===== config.mk =====
export PLATFORM = sky130hd
export DESIGN_NAME = stack_cpu_driver_flat
export DESIGN_NICKNAME = d
export VERILOG_FILES = /design/src/rtl/stack_cpu_driver_pkg.sv /design/src/rtl/stack_cpu_driver_if.sv /design/src/rtl/stack_cpu_driver_fifo.sv /design/src/rtl/stack_cpu_driver.sv /design/src/flat_wrapper.sv
export SDC_FILE = /design/constraint.sdc
export NUM_CORES = 1
export LEC_CHECK = 0
export BUFFER_PORTS_ARGS = -buffer_cell sky130_fd_sc_hd__buf_2
export CAP_MARGIN = 5
export CELL_PAD_IN_SITES_DETAIL_PLACEMENT = 1
export CELL_PAD_IN_SITES_GLOBAL_PLACEMENT = 2
export CORE_MARGIN = 2
export CORE_UTILIZATION = 42
export CTS_CLUSTER_SIZE = 30
export DETAILED_ROUTE_END_ITERATION = 8
export PLACE_DENSITY_LB_ADDON = 0.3
export SYNTH_ARGS = -nofsm -noshare
export SYNTH_HDL_FRONTEND = slang
export SYNTH_SLANG_ARGS = --single-unit

===== constraint.sdc =====
create_clock -name clk -period 3.45 [get_ports clk]
set_input_delay 0.1725 -clock clk [delete_from_list [all_inputs] [get_ports clk]]
set_output_delay 0.1725 -clock clk [all_outputs]
set_load 0.005 [all_outputs]

===== src/rtl/stack_cpu_driver_pkg.sv =====
// Shared constants for the stack calculator host driver: opcodes, pin map,
// FSM encoding and per-opcode execute-length helpers.
package stack_cpu_driver_pkg;

  localparam logic [3:0] OP_NOOP = 4'h0;
  localparam logic [3:0] OP_PUSH = 4'h1;
  localparam logic [3:0] OP_POP  = 4'h2;
  localparam logic [3:0] OP_OUTL = 4'h3;
  localparam logic [3:0] OP_OUTH = 4'h4;
  localparam logic [3:0] OP_ADD  = 4'h5;
  localparam logic [3:0] OP_SUB  = 4'h6;
  localparam logic [3:0] OP_SWAP = 4'h7;
  localparam logic [3:0] OP_BINA = 4'h8;
  localparam logic [3:0] OP_MULT = 4'h9;
  localparam logic [3:0] OP_DIV  = 4'hA;
  localparam logic [3:0] OP_CLFL = 4'hB;

  localparam logic [1:0] OUTMODE_LATCH = 2'b00;

  localparam int PIN_CLK      = 0;
  localparam int PIN_RST      = 1;
  localparam int PIN_NIB_LSB  = 2;
  localparam int PIN_MODE_LSB = 6;

  typedef enum logic [2:0] {
    ST_IDLE  = 3'd0,
    ST_RESET = 3'd1,
    ST_OPC   = 3'd2,
    ST_EXEC  = 3'd3,
    ST_WAIT  = 3'd4
  } drv_state_e;

  // Undefined opcodes run as NOOP on the calculator, hence a single edge.
  function automatic logic [1:0] exec_len(input logic [3:0] op);
    case (op)
      OP_BINA, OP_MULT, OP_DIV: exec_len = 2'd2;
      default:                  exec_len = 2'd1;
    endcase
  endfunction

  function automatic logic is_capture(input logic [3:0] op);
    is_capture = (op == OP_OUTL) || (op == OP_OUTH);
  endfunction

endpackage


===== src/rtl/stack_cpu_driver_if.sv =====
// Host-side instruction/result signals plus the calculator pin bundle.
interface stack_cpu_driver_if;
  logic       start;
  logic       instr_valid;
  logic       instr_ready;
  logic [7:0] instr_data;
  logic [7:0] cpu_io_in;
  logic [7:0] cpu_io_out;
  logic       result_valid;
  logic [7:0] result_data;
  logic       busy;

  modport master (
    output start, instr_valid, instr_data, cpu_io_out,
    input  instr_ready, cpu_io_in, result_valid, result_data, busy
  );

  modport slave (
    input  start, instr_valid, instr_data, cpu_io_out,
    output instr_ready, cpu_io_in, result_valid, result_data, busy
  );
endinterface


===== src/rtl/stack_cpu_driver_fifo.sv =====
// Show-ahead synchronous instruction FIFO; a pop frees a full slot for a
// write in the same cycle.
module stack_cpu_driver_fifo #(
  parameter int DEPTH = 8,
  parameter int WIDTH = 8
) (
  input  logic             clk,
  input  logic             rst_n,
  input  logic             push_i,
  input  logic             pop_i,
  input  logic [WIDTH-1:0] wdata_i,
  output logic [WIDTH-1:0] rdata_o,
  output logic             empty_o,
  output logic             full_o
);
  localparam int AW = $clog2(DEPTH);

  logic [WIDTH-1:0] mem_q [DEPTH];
  logic [AW-1:0]    wr_ptr_q, wr_ptr_d, rd_ptr_q, rd_ptr_d;
  logic [AW:0]      cnt_q, cnt_d;
  logic             push_ok_s, pop_ok_s;

  assign empty_o = (cnt_q == {(AW+1){1'b0}});
  assign full_o  = (cnt_q == (AW+1)'(DEPTH));
  assign rdata_o = mem_q[rd_ptr_q];

  always_comb begin
    pop_ok_s  = pop_i && !empty_o;
    push_ok_s = push_i && (!full_o || pop_ok_s);
    wr_ptr_d  = push_ok_s ? wr_ptr_q + AW'(1) : wr_ptr_q;
    rd_ptr_d  = pop_ok_s ? rd_ptr_q + AW'(1) : rd_ptr_q;
    case ({push_ok_s, pop_ok_s})
      2'b10:   cnt_d = cnt_q + (AW+1)'(1);
      2'b01:   cnt_d = cnt_q - (AW+1)'(1);
      default: cnt_d = cnt_q;
    endcase
  end

  always_ff @(posedge clk) begin
    if (!rst_n) begin
      wr_ptr_q <= {AW{1'b0}};
      rd_ptr_q <= {AW{1'b0}};
      cnt_q    <= {(AW+1){1'b0}};
    end else begin
      wr_ptr_q <= wr_ptr_d;
      rd_ptr_q <= rd_ptr_d;
      cnt_q    <= cnt_d;
    end
  end

  always_ff @(posedge clk) begin
    if (push_ok_s) begin
      mem_q[wr_ptr_q] <= wdata_i;
    end
  end
endmodule


===== src/rtl/stack_cpu_driver.sv =====
// Host driver for the stack calculator: divided calculator clock, reset
// sequencing, nibble streaming from the FIFO and OUTL/OUTH result capture.
module stack_cpu_driver
  import stack_cpu_driver_pkg::*;
#(
  parameter int FIFO_DEPTH   = 8,
  parameter int HALF_PERIOD  = 2,
  parameter int RESET_CYCLES = 2
) (
  input  logic               clk,
  input  logic               rst_n,
  stack_cpu_driver_if.slave  bus
);
  localparam int         DIV_W     = (HALF_PERIOD > 1) ? $clog2(HALF_PERIOD) : 1;
  localparam logic [7:0] RST_EDGES = 8'(RESET_CYCLES);

  drv_state_e       state_q, state_d;
  logic [DIV_W-1:0] div_q, div_d;
  logic             calc_clk_q, calc_clk_d;
  logic             rst_bit_q, rst_bit_d;
  logic [3:0]       nib_q, nib_d, op_q, op_d, arg_q, arg_d;
  logic [7:0]       edge_q, edge_d;
  logic             busy_q, busy_d, res_valid_q, res_valid_d;
  logic [7:0]       res_data_q, res_data_d;
  logic             run_s, tick_s, rise_s, fall_s, fetch_s, pop_s, push_s;
  logic             empty_s, full_s;
  logic [7:0]       rdata_s;

  assign push_s = bus.instr_valid && bus.instr_ready;

  stack_cpu_driver_fifo #(.DEPTH(FIFO_DEPTH), .WIDTH(8)) u_fifo (
    .clk     (clk),
    .rst_n   (rst_n),
    .push_i  (push_s),
    .pop_i   (pop_s),
    .wdata_i (bus.instr_data),
    .rdata_o (rdata_s),
    .empty_o (empty_s),
    .full_o  (full_s)
  );

  // Pins only move on a calc falling edge or while the calc clock is parked low.
  always_comb begin
    state_d     = state_q;
    calc_clk_d  = calc_clk_q;
    nib_d       = nib_q;
    rst_bit_d   = rst_bit_q;
    op_d        = op_q;
    arg_d       = arg_q;
    res_valid_d = 1'b0;
    res_data_d  = res_data_q;
    pop_s       = 1'b0;
    fetch_s     = 1'b0;
    run_s  = (state_q == ST_RESET) || (state_q == ST_OPC) || (state_q == ST_EXEC);
    tick_s = (div_q == DIV_W'(HALF_PERIOD - 1));
    rise_s = run_s && tick_s && !calc_clk_q;
    fall_s = run_s && tick_s && calc_clk_q;
    if (run_s) begin
      if (tick_s) begin
        div_d      = {DIV_W{1'b0}};
        calc_clk_d = !calc_clk_q;
      end else begin
        div_d = div_q + DIV_W'(1);
      end
    end else begin
      div_d      = {DIV_W{1'b0}};
      calc_clk_d = 1'b0;
    end
    if (rise_s) begin
      edge_d = edge_q + 8'd1;
    end else begin
      edge_d = edge_q;
    end

    case (state_q)
      ST_IDLE:  fetch_s = 1'b0;
      ST_RESET: fetch_s = fall_s && (edge_q == RST_EDGES);
      ST_OPC: begin
        if (fall_s) begin
          state_d = ST_EXEC;
          nib_d   = arg_q;
          edge_d  = 8'd0;
        end else begin
          state_d = ST_OPC;
        end
      end
      ST_EXEC: begin
        if (fall_s && (edge_q == {6'd0, exec_len(op_q)})) begin
          fetch_s = 1'b1;
          if (is_capture(op_q)) begin
            res_valid_d = 1'b1;
            res_data_d  = bus.cpu_io_out;
          end else begin
            res_valid_d = 1'b0;
          end
        end else begin
          fetch_s = 1'b0;
        end
      end
      ST_WAIT:  fetch_s = !empty_s;
      default:  state_d = ST_IDLE;
    endcase

    if (fetch_s) begin
      rst_bit_d = 1'b0;
      edge_d    = 8'd0;
      if (empty_s) begin
        state_d = ST_WAIT;
        nib_d   = 4'h0;
      end else begin
        pop_s   = 1'b1;
        state_d = ST_OPC;
        op_d    = rdata_s[3:0];
        arg_d   = rdata_s[7:4];
        nib_d   = rdata_s[3:0];
      end
    end else begin
      pop_s = 1'b0;
    end

    // A restart discards whatever was in flight but keeps queued entries.
    if (bus.start) begin
      state_d    = ST_RESET;
      rst_bit_d  = 1'b1;
      nib_d      = 4'h0;
      edge_d     = 8'd0;
      calc_clk_d = 1'b0;
      div_d      = {DIV_W{1'b0}};
      pop_s      = 1'b0;
    end else begin
      busy_d = 1'b0;
    end
    busy_d = (state_d != ST_IDLE);
  end

  always_ff @(posedge clk) begin
    if (!rst_n) begin
      state_q     <= ST_IDLE;
      div_q       <= {DIV_W{1'b0}};
      calc_clk_q  <= 1'b0;
      rst_bit_q   <= 1'b0;
      nib_q       <= 4'h0;
      op_q        <= 4'h0;
      arg_q       <= 4'h0;
      edge_q      <= 8'd0;
      busy_q      <= 1'b0;
      res_valid_q <= 1'b0;
      res_data_q  <= 8'h00;
    end else begin
      state_q     <= state_d;
      div_q       <= div_d;
      calc_clk_q  <= calc_clk_d;
      rst_bit_q   <= rst_bit_d;
      nib_q       <= nib_d;
      op_q        <= op_d;
      arg_q       <= arg_d;
      edge_q      <= edge_d;
      busy_q      <= busy_d;
      res_valid_q <= res_valid_d;
      res_data_q  <= res_data_d;
    end
  end

  assign bus.cpu_io_in    = {OUTMODE_LATCH, nib_q, rst_bit_q, calc_clk_q};
  assign bus.instr_ready  = !full_s || pop_s;
  assign bus.result_valid = res_valid_q;
  assign bus.result_data  = res_data_q;
  assign bus.busy         = busy_q;
endmodule

===== src/flat_wrapper.sv =====
// flat-port wrapper written by rule: the top's interface ports become plain ports
module stack_cpu_driver_flat import stack_cpu_driver_pkg::*;
#(
  parameter int FIFO_DEPTH   = 8,
  parameter int HALF_PERIOD  = 2,
  parameter int RESET_CYCLES = 2
)
  (clk, rst_n, bus_start, bus_instr_valid, bus_instr_data, bus_cpu_io_out, bus_instr_ready, bus_cpu_io_in, bus_result_valid, bus_result_data, bus_busy);
  stack_cpu_driver_if bus_i ();
  input  logic clk;
  input  logic rst_n;
  input wire logic [$bits(bus_i.start)-1:0] bus_start;
  input wire logic [$bits(bus_i.instr_valid)-1:0] bus_instr_valid;
  input wire logic [$bits(bus_i.instr_data)-1:0] bus_instr_data;
  input wire logic [$bits(bus_i.cpu_io_out)-1:0] bus_cpu_io_out;
  output wire logic [$bits(bus_i.instr_ready)-1:0] bus_instr_ready;
  output wire logic [$bits(bus_i.cpu_io_in)-1:0] bus_cpu_io_in;
  output wire logic [$bits(bus_i.result_valid)-1:0] bus_result_valid;
  output wire logic [$bits(bus_i.result_data)-1:0] bus_result_data;
  output wire logic [$bits(bus_i.busy)-1:0] bus_busy;
  assign bus_i.start = bus_start;
  assign bus_i.instr_valid = bus_instr_valid;
  assign bus_i.instr_data = bus_instr_data;
  assign bus_i.cpu_io_out = bus_cpu_io_out;
  assign bus_instr_ready = bus_i.instr_ready;
  assign bus_cpu_io_in = bus_i.cpu_io_in;
  assign bus_result_valid = bus_i.result_valid;
  assign bus_result_data = bus_i.result_data;
  assign bus_busy = bus_i.busy;
  stack_cpu_driver #(.FIFO_DEPTH(FIFO_DEPTH), .HALF_PERIOD(HALF_PERIOD), .RESET_CYCLES(RESET_CYCLES)) u_core (.clk(clk), .rst_n(rst_n), .bus(bus_i));
endmodule

# After elaboration in Yosys (flattened, before gate mapping)
# Memories as Yosys holds them, arrays and structs flattened. A register that Yosys moved wholly into a read port is not among the register bits.
# Cells that the tools add are included.
dict set report totals {
  ram_bits 64
  input_bits 20
  n_memories 1
  output_inout_bits 19
  regBits 46
  word_cells 98
}
dict set report op_classes {
  bitwise_logic 3
  eq_ne 14
  n_reduce_logical 33
  add_sub_neg 6
  mux 27
}
# name depth word_bits read_ports rd_clocked_by_memory_dff write_ports line_no
set mem_list {}
lappend mem_list {u_core.u_fifo.mem_q 8 8 1 1 1 stack_cpu_driver_fifo.sv:18} ;# logic [WIDTH-1:0] mem_q [DEPTH];
# op count
set ops {}
lappend ops {{$mux 8} 3}
lappend ops {{$eq 4x4->1 const B} 4}
lappend ops {{$mux 4} 4}
lappend ops {{$mux 3} 5}
lappend ops {{$mux 1} 10}
lappend ops {{$reduce_or 3->1} 3}
lappend ops {{$add 8x1->8 const B} 1}
lappend ops {{$eq 8x2->1} 1}
lappend ops {{$eq 8x2->1 const B} 1}
lappend ops {{$logic_and 1x1->1} 8}
lappend ops {{$pmux 4 s2} 1}
lappend ops {{$reduce_bool 2->1} 4}
lappend ops {{$reduce_or 4->1} 2}
lappend ops {{$add 3x1->3 const B} 2}
lappend ops {{$eq 3x2->1 const B} 2}
lappend ops {{$pmux 3 s2} 1}
lappend ops {{$reduce_and 3->1} 2}
lappend ops {{$logic_or 1x1->1} 5}
lappend ops {{$add 4x1->4 const B} 1}
lappend ops {{$eq 4x2->1 const B} 1}
lappend ops {{$eq 4x3->1 const B} 1}
lappend ops {{$logic_not 4->1} 1}
lappend ops {{$mux 2} 2}
lappend ops {{$reduce_and 2->1} 2}
lappend ops {{other kinds (12)} 16}

# Longest topological paths before layout
dict set report depth {
  depth_word 15
  mapped_depth 15
  mapped_depth_nobuf 14
}

# Cells and area by module
# From an unflattened synthesis, not the netlist that was laid out.
dict set report hier_totals {
  cells_unflattened 365
  area_unflattened_um2 4942.2
}
# mod instances area_each_um2 cells_each
set by_module_without_submodules {}
lappend by_module_without_submodules {stack_cpu_driver_fifo 1 3204.3 176}
lappend by_module_without_submodules {stack_cpu_driver 1 1737.9 189}

# Worst setup path before layout
# Ideal clock, no wire load.
dict set report synth_path {
  path_type {flip-flop to flip-flop}
  from {register u_core.state_q[2]}
  to {register u_core.u_fifo.cnt_q[2]}
  path_buffers 2
  setup_slack_ns 0.471
  arrival_time_ns 2.908
  required_time_ns 3.379
  stages_incl_launch_ff 15
  synth_period_minus_slack_ns 2.979
  path_cell_list {dfxtp_1 buf_6 nor4b_4 nand2_1 or4_4 a21boi_2 buf_4 inv_1 ha_1 xor2_1 ha_1 a21oi_1 xor2_1 or3_1 a21oi_1}
}
dict set report synth_between {
  elab_chain_cells 15
  word_cells_on_any_way 23
  cone_classes {eq/ne: 6; mux: 5; reduce/logical: 12}
}
# element line_no
set synth_lines {}
lappend synth_lines {{from (decl)} stack_cpu_driver.sv:17} ;# drv_state_e state_q, state_d;
lappend synth_lines {{from (signal assigned)} stack_cpu_driver.sv:150} ;# state_q <= state_d;
lappend synth_lines {{$eq 3x1->1 / $eq 3x2->1 (equally long branches)} {stack_cpu_driver.sv:54, stack_cpu_driver.sv:75}}
lappend synth_lines {{$logic_or 1x1->1 (2 in a row)} stack_cpu_driver.sv:54} ;# run_s = (state_q == ST_RESET) || (state_q == ST_OPC) || (state_q == ST_EXEC);
lappend synth_lines {{$logic_and 1x1->1 (2 in a row)} stack_cpu_driver.sv:57} ;# fall_s = run_s && tick_s && calc_clk_q;
lappend synth_lines {{$logic_and 1x1->1} stack_cpu_driver.sv:88} ;# if (fall_s && (edge_q == {6'd0, exec_len(op_q)})) begin
lappend synth_lines {{$mux 1} stack_cpu_driver.sv:88}
lappend synth_lines {{$pmux 1 s3 *} stack_cpu_driver.sv:75} ;# case (state_q)
lappend synth_lines {{$mux 1 *} stack_cpu_driver.sv:104} ;# if (fetch_s) begin
lappend synth_lines {{$mux 1 *} stack_cpu_driver.sv:122} ;# if (bus.start) begin
lappend synth_lines {{$logic_or 1x1->1 / $logic_and 1x1->1 (equally long branches)} {stack_cpu_driver.sv:165, stack_cpu_driver_fifo.sv:28}}
lappend synth_lines {{$logic_and 1x1->1 / $logic_or 1x1->1 (equally long branches)} {stack_cpu_driver.sv:29, stack_cpu_driver_fifo.sv:29}}
lappend synth_lines {{$logic_and 1x1->1} stack_cpu_driver_fifo.sv:29} ;# push_ok_s = push_i && (!full_o || pop_ok_s);
lappend synth_lines {{$eq 2x1->1 / $eq 2x2->1 (equally long branches)} stack_cpu_driver_fifo.sv:32} ;# case ({push_ok_s, pop_ok_s})
lappend synth_lines {{$pmux 4 s2 / $reduce_bool 2->1 (equally long branches)} -}
lappend synth_lines {{to (signal assigned)} stack_cpu_driver_fifo.sv:43} ;# cnt_q <= {(AW+1){1'b0}};
lappend synth_lines {{to (signal assigned)} stack_cpu_driver_fifo.sv:47} ;# cnt_q <= cnt_d;
lappend synth_lines {{to (decl)} stack_cpu_driver_fifo.sv:20} ;# logic [AW:0] cnt_q, cnt_d;
# Every way passes the cells marked *; elsewhere a longest branch is shown, timed or not.
# A chain may end at the register's enable or synchronous reset.

# Worst setup path in the final report
# Same ends and word-level chain as after synthesis.

==> metrics.yaml <==
yosysMostFrequentCell: "edfxtp_1"
ant_nets: 0
wl_per_cell_um: 18.9
overflow: 0
antenna_found_initial: 0
totalPowerFinal_uw: 3310
critPathSlowestCell: "or4_4"
syn_area_per_cell_um2: 13.9
synth_compound_area_share_pct: 6.80
area_delta_synth_final_pct: 19.5
clk_latency_ns: 0.42
synthFlopType: "edfxtp_1"
synth-edff-count: 64
synth_top_family_by_area: "multiplexers"
pin_count: 39
die_y_um: 111
gp_congestion: 0.769
postCtsSetupRepairBufs: 0
synth_simple_gate_area_share_pct: 12.7
antenna_cells: 0
synth.distinct_cells: 54
wl_mm: 10.4
rr_worst_depth: 12
r2r-start: "u_core.state_q[2]$_SDFF_PN0_"
yosysSeqAreaShare_pct: 60.2
cts.path.max_buffers: 2
leakage_uw: 0.00205
synth_commonest_cells: "64 x edfxtp_1, 49 x dfxtp_1, 31 x nor2_1"
pre_cts_slack_ns: 0.348
cp_top_family: "simple AND/OR/NAND/NOR gates"
num_vias: 2967
vias_per_cell: 5.38
synth_fa_ha_area_share_pct: 1.82
nets: 422
start_kind: "flop"
max_cap_violations: 0
core_area_um2: 11300
cts_resized: 0
finalWorstSetupSlack_ns: 0.325
async_flop_share_pct: 0
grt_max_degree: 24
finalCritPeriodShare_pct: 90.6
hold_path.class: "input pin to flop"
crit_chain: "nor4b_4 -> nand2_1 -> or4_4 -> a21boi_2 -> inv_1 -> ha_1 -> xor2_1 -> ha_1 -> a21oi_1 -> xor2_1 -> or3_1 -> a21oi_1"
muxShareOfSynthArea_pct: 13.3
endpoint: "u_core.u_fifo.cnt_q[2]$_SDFFE_PN0P_"
worst_pin_slew_ns: 0.861
synth.largest_area_cell: "edfxtp_1"
synth_seq_cells: 113
synth_top_area_share_pct: 39.9
hold_buffers: 7
worstPathRequired_ns: 3.79
cts_buffers: 17
stdcell_area_um2: 5760
dpl.hpwl_mm: 6.87
clock_sinks: 113
grt_pass1_vias: 3202
cts_tree: "built"
stdcell_count: 551
slowest_delay_ns: 0.55
synth_cells: 347
grt_util_all_layers_pct: 18.1
drive_above_1_share_pct: 25.2
die_w_um: 111
reg2reg_slack_ns: 0.32
place_area_um2: 5110
hold_violations: 0
drc: 0
powerDensity_nw_per_um2: 575
grt_setup_unrepaired: "false"
dieArea_um2: 12300
ir_drop_mv: 0.509
grt_pass1_wl_mm: 17.0
cts-htree-levels: 4
status: "completed"
fin_skew_ns: 0.0120
rows: 39
cp_max_fo: 9
ys_warn_count: 0
critPathBufInv: 1
synth-xor-area-share_pct: 2.36
netlist_area_um2: 4820
synth_area_leaders: "edfxtp_1 40%, dfxtp_1 20%, mux4_2 7.5%"
path_class: "flop to flop"
crit_path_start: "u_core.state_q[2]$_SDFF_PN0_"
max-slew-margin-rel_pct: 42.5
min_period_ns: 3.13
start_util_pct: 42.6
cp_data_arrival_time_ns: 3.46
root_buffer: "clkbuf_16"
maxSlewViolCount: 0
timing.rr.end: "u_core.u_fifo.cnt_q[2]$_SDFFE_PN0P_"
cp.depth: 12
dp_cells: 512
setup_viol: 0
tns_ns: 0
clkSlewWorstSetupHoldPaths_ns: 0.05
drt_first_pass_iters: 4
min_path_cells: 3
drt-initial-drc-count: 135
cp-end-kind: "flop"
portBuffers: 36
fmax_mhz: 320
-- per-stage QoR --
stage / hold WS [ns] / utilization, %
after floorplan: 0.271 / -
after global placement: 0.411 / 45.1
after detailed placement: 0.421 / 45.1
after CTS: 0.00737 / 50.9
after global routing: 0.0270 / 50.9
final: 0.00967 / 50.9
-- how the worst min path moves through the flow --
stage,startpoint,endpoint
6_report,bus_cpu_io_out[1],u_core.bus.result_data[1]$_SDFFE_PN0P_
5_1_grt,bus_cpu_io_out[1],u_core.bus.result_data[1]$_SDFFE_PN0P_
4_1_cts,bus_cpu_io_out[1],u_core.bus.result_data[1]$_SDFFE_PN0P_
3_5_place_dp,bus_cpu_io_out[5],u_core.bus.result_data[5]$_SDFFE_PN0P_
3_3_place_gp,bus_cpu_io_out[4],u_core.bus.result_data[4]$_SDFFE_PN0P_
2_1_floorplan,bus_instr_data[0],u_core.u_fifo.mem_q[0][0]$_DFFE_PP_
-- area by class of cell --
cell class,count,area [um^2]
fillers,1146,5560
flip-flops and latches,113,2900
multi-input cells,210,1790
clock buffers,18,429
repair buffers,48,288
well taps,143,179
clock inverters,14,154
inverters,5,18.8
-- power by group --
| group | total (uW) | switching [uW] | internal [uW] |
|---|---|---|---|
| Clock | 1720 | 647 | 1070 |
| Combinational | 127 | 77.9 | 49.0 |
| Sequential | 1470 | 16.8 | 1450 |
| Total | 3310 | 742 | 2570 |
-- cell usage in the layout (no fill, tap or decap), types with 3 or more instances in the layout --
| cell type | Yosys | routed |
|---|---|---|
| nor3_1 | 3 | 3 |
| and4b_1 | 3 | 3 |
| mux2i_1 | 28 | 28 |
| o32a_1 | 4 | 4 |
| nor2b_1 | 4 | 4 |
| ha_1 | 7 | 7 |
| nand4_1 | 3 | 3 |
| buf_4 | 5 | 5 |
| and4_1 | 3 | 3 |
| nor2_1 | 31 | 31 |
| clkinvlp_4 | 0 | 3 |
| xor2_1 | 8 | 8 |
| inv_6 | 0 | 5 |
| dlygate4sd3_1 | 0 | 7 |
| dfxtp_1 | 49 | 49 |
| clkbuf_16 | 0 | 17 |
| o21ai_0 | 4 | 4 |
| xnor2_1 | 5 | 5 |
| nand2b_1 | 8 | 8 |
| nor4_1 | 3 | 3 |
| and3_1 | 4 | 4 |
| a21oi_1 | 13 | 13 |
| nand2_1 | 14 | 14 |
| a211oi_1 | 8 | 8 |
| or3_1 | 3 | 3 |
| buf_2 | 3 | 36 |
| inv_1 | 5 | 5 |
| edfxtp_1 | 64 | 64 |
| nand3_1 | 4 | 4 |
| mux4_2 | 16 | 16 |
-- worst reg2reg max path, cell delays in order, from the launching register on --
cell,delay [ns]
dfxtp_1,0.43
nor4b_4,0.35
nand2_1,0.18
or4_4,0.55
a21boi_2,0.16
inv_1,0.07
ha_1,0.27
xor2_1,0.17
ha_1,0.19
a21oi_1,0.15
xor2_1,0.09
or3_1,0.31
a21oi_1,0.14
-- cell families (layout without fill, tap and decap cells) --
kind of cell | after synthesis | count (layout)
simple gates | 102 | 102
other cells | 1 | 2
fa+ha+maj | 7 | 7
xor+xnor | 13 | 13
flops | 113 | 113
compound gates | 42 | 42
buf+inv | 25 | 85
mux | 44 | 44
-- per-layer routing --
metal  share of wire, %  vias to the layer above  GRT usage (%)
met5                  0                        -              0
met1                 44                     1493           21.8
met3                3.0                       15           4.92
met4                1.7                        0           7.57
li1                   -                     1409              -
met2                 51                       50           30.8
-- flip-flops by register name (all words and copies together), names as in the netlist, 3 cells and up, named ones only --
name                    count
u_core.u_fifo.mem_q        64
u_core.bus.result_data      8
u_core.edge_q               8
u_core.arg_q                4
u_core.nib_q                4
u_core.op_q                 4
u_core.u_fifo.cnt_q         4
u_core.state_q              3
u_core.u_fifo.rd_ptr_q      3
u_core.u_fifo.wr_ptr_q      3
No activity file was read; power rests on OpenSTA's default activity.
